`src/rtl/elevator_pkg.sv`:
```
// Shared state codes and floor sizing for the elevator scheduler.
package elevator_pkg;

    localparam int NUM_FLOORS_DEF = 8;
    localparam int FLOOR_W        = $clog2(NUM_FLOORS_DEF);

    typedef enum logic [1:0] {
        ST_IDLE = 2'b00,
        ST_UP   = 2'b01,
        ST_DOWN = 2'b10,
        ST_DOOR = 2'b11
    } state_t;

endpackage

```
`src/rtl/tick_timer.sv`:
```
// Tick-enabled counter with a parameterised terminal count.
// done pulses combinationally on the terminal tick; clear zeroes the count next edge.
module tick_timer #(
    parameter int TERMINAL = 16
) (
    input  logic clk,
    input  logic rst,
    input  logic clear,
    input  logic tick,
    output logic done
);

    localparam int W = (TERMINAL > 1) ? $clog2(TERMINAL) : 1;

    logic [W-1:0] cnt_q;
    logic [W-1:0] cnt_d;

    assign done = tick && (cnt_q == W'(TERMINAL - 1));

    always_comb begin
        cnt_d = cnt_q;
        if (clear) begin
            cnt_d = '0;
        end else if (tick) begin
            cnt_d = done ? '0 : cnt_q + W'(1);
        end
    end

    always_ff @(posedge clk) begin
        if (rst) begin
            cnt_q <= '0;
        end else begin
            cnt_q <= cnt_d;
        end
    end

endmodule

```
`src/rtl/elevator_scheduler.sv`:
```
// Single-car scheduler: latches floor calls, sweeps in the last direction, times travel and door.
// Calls reach destination one cycle after assertion; no backpressure, every call is accepted.
module elevator_scheduler
    import elevator_pkg::*;
#(
    parameter int NUM_FLOORS   = NUM_FLOORS_DEF,
    parameter int TRAVEL_TICKS = 16,
    parameter int DOOR_TICKS   = 8
) (
    input  logic                  clk,
    input  logic                  rst,
    input  logic                  tick,
    input  logic [NUM_FLOORS-1:0] call_req,
    output logic [FLOOR_W-1:0]    current_floor,
    output logic [NUM_FLOORS-1:0] destination,
    output logic [1:0]            sim_state,
    output logic                  door_open
);

    localparam logic [FLOOR_W-1:0] TOP_FLOOR = FLOOR_W'(NUM_FLOORS - 1);

    state_t                  state_q, state_d;
    logic [FLOOR_W-1:0]      floor_q, floor_d;
    logic [NUM_FLOORS-1:0]   pending_q, pending_d;
    logic [NUM_FLOORS-1:0]   dest_q, dest_d;
    logic [NUM_FLOORS-1:0]   clr_mask;
    logic                    door_q;
    logic                    dir_up_q, dir_up_d;

    logic                    moving;
    logic                    state_chg;
    logic                    travel_done;
    logic                    door_done;
    logic                    door_call;
    logic                    door_exp;
    logic                    any_above, any_below;
    logic                    nf_above, nf_below;
    logic [FLOOR_W-1:0]      nf;

    assign moving    = (state_q == ST_UP) || (state_q == ST_DOWN);
    assign door_call = (state_q == ST_DOOR) && call_req[floor_q];
    // A repeat call on the terminal tick keeps the door open rather than closing it.
    assign door_exp  = door_done && !door_call;
    assign state_chg = (state_d != state_q);

    tick_timer #(.TERMINAL(TRAVEL_TICKS)) u_travel (
        .clk   (clk),
        .rst   (rst),
        .clear (state_chg),
        .tick  (tick && moving),
        .done  (travel_done)
    );

    tick_timer #(.TERMINAL(DOOR_TICKS)) u_door (
        .clk   (clk),
        .rst   (rst),
        .clear (state_chg || door_call),
        .tick  (tick && (state_q == ST_DOOR)),
        .done  (door_done)
    );

    always_comb begin
        nf = (state_q == ST_DOWN) ? floor_q - FLOOR_W'(1) : floor_q + FLOOR_W'(1);
        any_above = 1'b0;
        any_below = 1'b0;
        nf_above  = 1'b0;
        nf_below  = 1'b0;
        for (int i = 0; i < NUM_FLOORS; i++) begin
            if (pending_q[i] && (i > int'(floor_q))) any_above = 1'b1;
            if (pending_q[i] && (i < int'(floor_q))) any_below = 1'b1;
            if (pending_q[i] && (i > int'(nf)))      nf_above  = 1'b1;
            if (pending_q[i] && (i < int'(nf)))      nf_below  = 1'b1;
        end
    end

    always_comb begin
        state_d  = state_q;
        floor_d  = floor_q;
        dir_up_d = dir_up_q;
        clr_mask = '0;
        case (state_q)
            ST_IDLE: begin
                if (pending_q[floor_q]) begin
                    state_d = ST_DOOR;
                end else if (any_above) begin
                    state_d  = ST_UP;
                    dir_up_d = 1'b1;
                end else if (any_below) begin
                    state_d  = ST_DOWN;
                    dir_up_d = 1'b0;
                end
            end
            ST_UP: begin
                if (travel_done && (floor_q < TOP_FLOOR)) begin
                    floor_d = nf;
                    if (pending_q[nf]) begin
                        clr_mask[nf] = 1'b1;
                        state_d      = ST_DOOR;
                    end else if (!nf_above) begin
                        state_d = ST_IDLE;
                    end
                end
            end
            ST_DOWN: begin
                if (travel_done && (floor_q != '0)) begin
                    floor_d = nf;
                    if (pending_q[nf]) begin
                        clr_mask[nf] = 1'b1;
                        state_d      = ST_DOOR;
                    end else if (!nf_below) begin
                        state_d = ST_IDLE;
                    end
                end
            end
            ST_DOOR: begin
                clr_mask[floor_q] = 1'b1;
                if (door_exp) begin
                    if (dir_up_q ? any_above : any_below) begin
                        state_d = dir_up_q ? ST_UP : ST_DOWN;
                    end else if (dir_up_q ? any_below : any_above) begin
                        state_d  = dir_up_q ? ST_DOWN : ST_UP;
                        dir_up_d = !dir_up_q;
                    end else begin
                        state_d = ST_IDLE;
                    end
                end
            end
            default: state_d = ST_IDLE;
        endcase
    end

    // A call for the floor the car is parked at is served, not displayed as a destination.
    always_comb begin
        pending_d = (pending_q | call_req) & ~clr_mask;
        dest_d    = pending_d;
        if ((state_d == ST_IDLE) || (state_d == ST_DOOR)) begin
            dest_d = pending_d & ~(NUM_FLOORS'(1) << floor_d);
        end
    end

    always_ff @(posedge clk) begin
        if (rst) begin
            state_q   <= ST_IDLE;
            floor_q   <= '0;
            pending_q <= '0;
            dest_q    <= '0;
            door_q    <= 1'b0;
            dir_up_q  <= 1'b1;
        end else begin
            state_q   <= state_d;
            floor_q   <= tick ? floor_d : floor_q;
            pending_q <= pending_d;
            dest_q    <= dest_d;
            door_q    <= (state_d == ST_DOOR);
            dir_up_q  <= dir_up_d;
        end
    end

    assign current_floor = floor_q;
    assign destination   = dest_q;
    assign sim_state     = state_q;
    assign door_open     = door_q;

endmodule

```
`config.mk`:
```
export PLATFORM = sky130hd
export DESIGN_NAME = elevator_scheduler
export DESIGN_NICKNAME = d
export VERILOG_FILES = /design/src/rtl/elevator_pkg.sv /design/src/rtl/tick_timer.sv /design/src/rtl/elevator_scheduler.sv
export SDC_FILE = /design/constraint.sdc
export NUM_CORES = 1
export LEC_CHECK = 0
export CORE_MARGIN = 1
export CORE_UTILIZATION = 60
export CTS_BUF_LIST = sky130_fd_sc_hd__clkbuf_16
export DETAILED_ROUTE_END_ITERATION = 8
export PLACE_DENSITY = 0.88
export SLEW_MARGIN = 30
export SYNTH_ARGS = -nofsm -noshare
export SYNTH_HDL_FRONTEND = slang
export SYNTH_HIERARCHICAL = 1
export SYNTH_SLANG_ARGS = --single-unit
```
`constraint.sdc`:
```
create_clock -name clk -period 6.3 [get_ports clk]
set_input_delay 0.63 -clock clk [delete_from_list [all_inputs] [get_ports clk]]
set_output_delay 0.63 -clock clk [all_outputs]
set_load 0.005 [all_outputs]
```
==> impl_metrics.xml <==
<?xml version="1.0" encoding="UTF-8"?>
<metrics>
  <group name="clocking">
    <metric name="cts_htree_levels" unit="">2</metric>
    <metric name="cts_made_buffers" unit="">5</metric>
    <metric name="register_clock_pin_slew_on_the_reported_worst_setup_and_hold_paths" unit="ns">0.05</metric>
    <metric name="clk-insertion-delay-late" unit="ns">0.28</metric>
    <metric name="ctsLongestPathBuffers" unit="">2</metric>
    <metric name="clock-root-buffer" unit="">clkbuf_16</metric>
    <metric name="tritoncts_num_sinks" unit="">30</metric>
    <metric name="post_cts_resized" unit="">0</metric>
    <metric name="postCtsSetupRepairBufs" unit="">0</metric>
    <metric name="clock_tree_from_tritoncts" unit="">yes</metric>
    <metric name="holdBufCountCts" unit="">0</metric>
  </group>
  <group name="pwr">
    <metric name="power_frac_comb" unit="%">48.5</metric>
    <metric name="seq_power_share" unit="%">24.6</metric>
    <metric name="ir_worst_vdd" unit="mV">0.2793</metric>
    <metric name="static-leakage-power" unit="uW">0.001010</metric>
    <metric name="power.share.clock" unit="%">26.9</metric>
    <metric name="power_switching_share" unit="%">41.11</metric>
    <metric name="areal_power_density_over_the_cells" unit="nW/um^2">359.3</metric>
    <metric name="power.net_switching" unit="uW">414.4</metric>
    <metric name="cellInternalPower" unit="uW">593.6</metric>
  </group>
  <group name="sta">
    <metric name="worst-slew-pin-transition" unit="ns">0.8640</metric>
    <metric name="grt_setup_unrepaired" unit="">false</metric>
    <metric name="post-route-period-util" unit="%">74.88</metric>
    <metric name="finalWorstSetupSlack" unit="ns">1.582</metric>
    <metric name="fin_tns_setup" unit="ns">0</metric>
    <metric name="drv_slew" unit="">0</metric>
    <metric name="setup_viol" unit="">0</metric>
    <metric name="relative_slew_slack" unit="%">42.22</metric>
    <metric name="timing.final.hold_violations" unit="">0</metric>
    <metric name="timing.clock.skew" unit="ns">0.007239</metric>
    <metric name="peak_clock_frequency_supported_by_timing" unit="MHz">212.0</metric>
    <metric name="post-route-min-period" unit="ns">4.718</metric>
  </group>
  <group name="setup_path">
    <metric name="worst_ep_arrival_time" unit="ns">4.84</metric>
    <metric name="setup.worst_path.start" unit="">current_floor[1]$_SDFFE_PP0P_</metric>
    <metric name="worst-r2r-cell-count" unit="">12</metric>
    <metric name="worst_path_max_delay_cell" unit="">dfxtp_1</metric>
    <metric name="endpoint" unit="">destination[3]$_SDFF_PP0_</metric>
    <metric name="critPathLaunchType" unit="">flop</metric>
    <metric name="critPathMaxFanout" unit="">23</metric>
    <metric name="critPathCaptureType" unit="">flop</metric>
    <metric name="worst_r2r_startpoint" unit="">current_floor[1]$_SDFFE_PP0P_</metric>
    <metric name="critical_path_class" unit="">flop to flop</metric>
    <metric name="critical_path.max_stage_delay" unit="ns">0.83</metric>
    <metric name="r2r_slack" unit="ns">1.58</metric>
    <metric name="cp.required" unit="ns">6.42</metric>
    <metric name="crit-reg2reg-capture" unit="">destination[3]$_SDFF_PP0_</metric>
    <metric name="cp_cell_sequence" unit="">inv_1, ha_1, xnor2_1, mux4_2, o41ai_2, nor3_2, nor2_1, o21a_1, nor2_1, ha_1, nor2b_1, a2111oi_0</metric>
  </group>
  <group name="synthesis">
    <metric name="yosys.area.top_type" unit="">dfxtp_1</metric>
    <metric name="yosysTopAreaCellShare" unit="%">25.04</metric>
    <metric name="netlist_top_cells_area" unit="">dfxtp_1 (25%), ha_1 (7.3%), mux2i_1 (6.3%)</metric>
    <metric name="postSynthNetCount" unit="">318</metric>
    <metric name="synth-async-reset-ratio" unit="%">0</metric>
    <metric name="synthCells" unit="">293</metric>
    <metric name="synthesis.area" unit="um^2">2399</metric>
    <metric name="yosysUniqueCellTypes" unit="">63</metric>
    <metric name="synth_edf_count" unit="">0</metric>
    <metric name="synth_top_cells_by_count" unit="">dfxtp_1 (30), nor2_1 (28), nand2_1 (21), nor3_1 (18)</metric>
    <metric name="seq_area_frac_synth" unit="%">25.04</metric>
    <metric name="ys.flop_type" unit="">dfxtp_1</metric>
    <metric name="synth.yosys.warnings" unit="">6</metric>
    <metric name="postSynthRegisterBits" unit="">30</metric>
    <metric name="syn_avg_cell_area" unit="um^2">8.186</metric>
    <metric name="synth_most_common_cell" unit="">dfxtp_1</metric>
  </group>
  <group name="global_routing">
    <metric name="grt_pass1_vias" unit="">2366</metric>
    <metric name="grt_first_pass_wirelength" unit="um">11900</metric>
    <metric name="grt_antenna_before_repair" unit="">0</metric>
    <metric name="grt_start_max_net_pins" unit="">33</metric>
    <metric name="grt_remaining_overflow" unit="">0</metric>
    <metric name="gr-usage-all-layers" unit="%">36.77</metric>
  </group>
  <group name="floorplan">
    <metric name="coreArea" unit="um^2">3744</metric>
    <metric name="die_area" unit="um^2">4254</metric>
    <metric name="floorplan.initialDensity" unit="%">64.07</metric>
    <metric name="die_y" unit="um">65.23</metric>
    <metric name="core.rowCount" unit="">22</metric>
    <metric name="die-width" unit="um">65.23</metric>
    <metric name="pin_count" unit="">25</metric>
  </group>
  <group name="drt">
    <metric name="route.antenna.remaining_nets" unit="">0</metric>
    <metric name="number_of_design_rule_violations_left_by_the_first_detailed_router_iteration" unit="">330</metric>
    <metric name="drc_errors" unit="">0</metric>
    <metric name="vias_per_cell" unit="">7.128</metric>
    <metric name="drtPass1Iterations" unit="">6</metric>
    <metric name="drt-wirelength-per-cell" unit="um">20.75</metric>
    <metric name="detail_route.wirelength" unit="um">7448</metric>
    <metric name="via_count" unit="">2559</metric>
  </group>
  <group name="hold_path">
    <metric name="min-delay-path-class" unit="">flop to flop</metric>
  </group>
  <group name="final_layout">
    <metric name="finish.instance_area" unit="um^2">2805</metric>
    <metric name="num-nets-final" unit="">335</metric>
    <metric name="final_layout_size_suffix_gt1_share" unit="%">10.29</metric>
    <metric name="insertedDiodeCount" unit="">0</metric>
    <metric name="area_growth" unit="%">16.95</metric>
  </group>
  <group name="place">
    <metric name="place_ws" unit="ns">1.933</metric>
    <metric name="place_congestion" unit="">0.9869</metric>
    <metric name="place_area" unit="um^2">2639</metric>
    <metric name="io_buffers" unit="">24</metric>
    <metric name="place.detailed.hpwl" unit="um">4718</metric>
  </group>
  <group name="job">
    <metric name="maxCapViolCount" unit="">0</metric>
  </group>
  <group name="status">
    <metric name="status" unit="">finished, final reports clean</metric>
  </group>
</metrics>
-- logic make-up (layout without fill, tap and decap cells) --
logic type | Yosys count | after routing | share of synthesized area [%]
flops | 30 | 30 | 25.04
mux | 19 | 19 | 10.17
xor+xnor | 4 | 4 | 2.243
fa+ha+maj | 14 | 14 | 7.303
simple gates | 109 | 109 | 22.48
compound gates | 86 | 86 | 27.28
buf+inv | 31 | 49 | 5.477
-- sequential cells by signal, summed over array words and instances, names as in the netlist --
register / flops
dir_up_q: 1
current_floor: 3
sim_state: 2
destination: 8
pending_q: 8
u_door/cnt_q: 3
door_open: 1
u_travel/cnt_q: 4
-- layout by cell type (no fill, tap or decap), drive strengths merged, types with 2 or more instances in the layout --
cell type and n:
nor2 28, nor2b 5, a2111oi 3, mux2i 16
a21boi 7, nand3 9, buf 2, clkbuf 5
a221o 2, nor3b 2, a31oi 4, o21a 3
inv 16, a211oi 7, mux4 3, nor3 19
xnor2 2, o21ai 14, o22ai 3, o31ai 2
nand2 22, clkdlybuf4s50 24, nor4 5, nand2b 6
o221ai 2, a21oi 15, o211ai 2, and2 7
ha 14, a31o 2, o221a 6, xor2 2
dfxtp 30, a221oi 4
-- stage by stage --
step | power, uW | utilization [%] | hold slack [ns] | cells
after floorplan | 578.2 | - | 0.4499 | 293
after global placement | 690.3 | 70.49 | 0.4708 | 351
after detailed placement | 702.5 | 70.49 | 0.4850 | 351
after CTS | 989.9 | 74.93 | 0.4985 | 359
after global routing | 1047 | 74.93 | 0.5178 | 359
final | 1008 | 74.93 | 0.5098 | 359
-- routing by layer --
metal / vias up / global-route usage (%) / part of all wire (%)
li1: 1129 / - / -
met2: 195 / 59.79 / 46
met1: 1191 / 46.90 / 39
met5: - / 0 / 0
met3: 44 / 6.076 / 9.9
met4: 0 / 17.66 / 4.5
-- worst min-delay path by stage --
stage | startpoint | endpoint | cells past startpoint
after floorplan | u_door/cnt_q[2]$_SDFFE_PP0P_ | u_door/cnt_q[2]$_SDFFE_PP0P_ | 2
after global placement | u_door/cnt_q[2]$_SDFFE_PP0P_ | u_door/cnt_q[2]$_SDFFE_PP0P_ | 2
after detailed placement | u_door/cnt_q[2]$_SDFFE_PP0P_ | u_door/cnt_q[2]$_SDFFE_PP0P_ | 2
after CTS | u_door/cnt_q[2]$_SDFFE_PP0P_ | u_door/cnt_q[2]$_SDFFE_PP0P_ | 2
after global routing | u_door/cnt_q[2]$_SDFFE_PP0P_ | u_door/cnt_q[2]$_SDFFE_PP0P_ | 2
final | u_door/cnt_q[2]$_SDFFE_PP0P_ | u_door/cnt_q[2]$_SDFFE_PP0P_ | 2
-- cell type report --
cell class	count	area [um^2]
fillers	271	938.4
multi-input cells	232	1667
flip-flops and latches	30	600.6
repair buffers	26	255.2
inverters	15	56.30
well taps	48	60.06
clock inverters	3	41.29
clock buffers	5	125.1
-- power groups by stage --
stage                     clock network [uW]  logic (uW)  registers, uW
after CTS                                268         475            247
after detailed placement                   0         454            249
after global routing                     276         521            251
after global placement                     0         442            248
final                                    271         489            248
after floorplan                            0         340            238
-- critical path: cells and delay by family (launching register included) --
kind                     cells  cell delay (ns)
AO/OA/AOI/OAI                3             1.09
XOR/XNOR                     1             0.68
adder cells (fa/ha/maj)      2             0.79
buffers and inverters        1             0.31
flip-flops                   1             0.83
multiplexers                 1             0.44
AND/OR/NAND/NOR              4             0.42
Note: power is estimated with default switching activity, not from simulation.
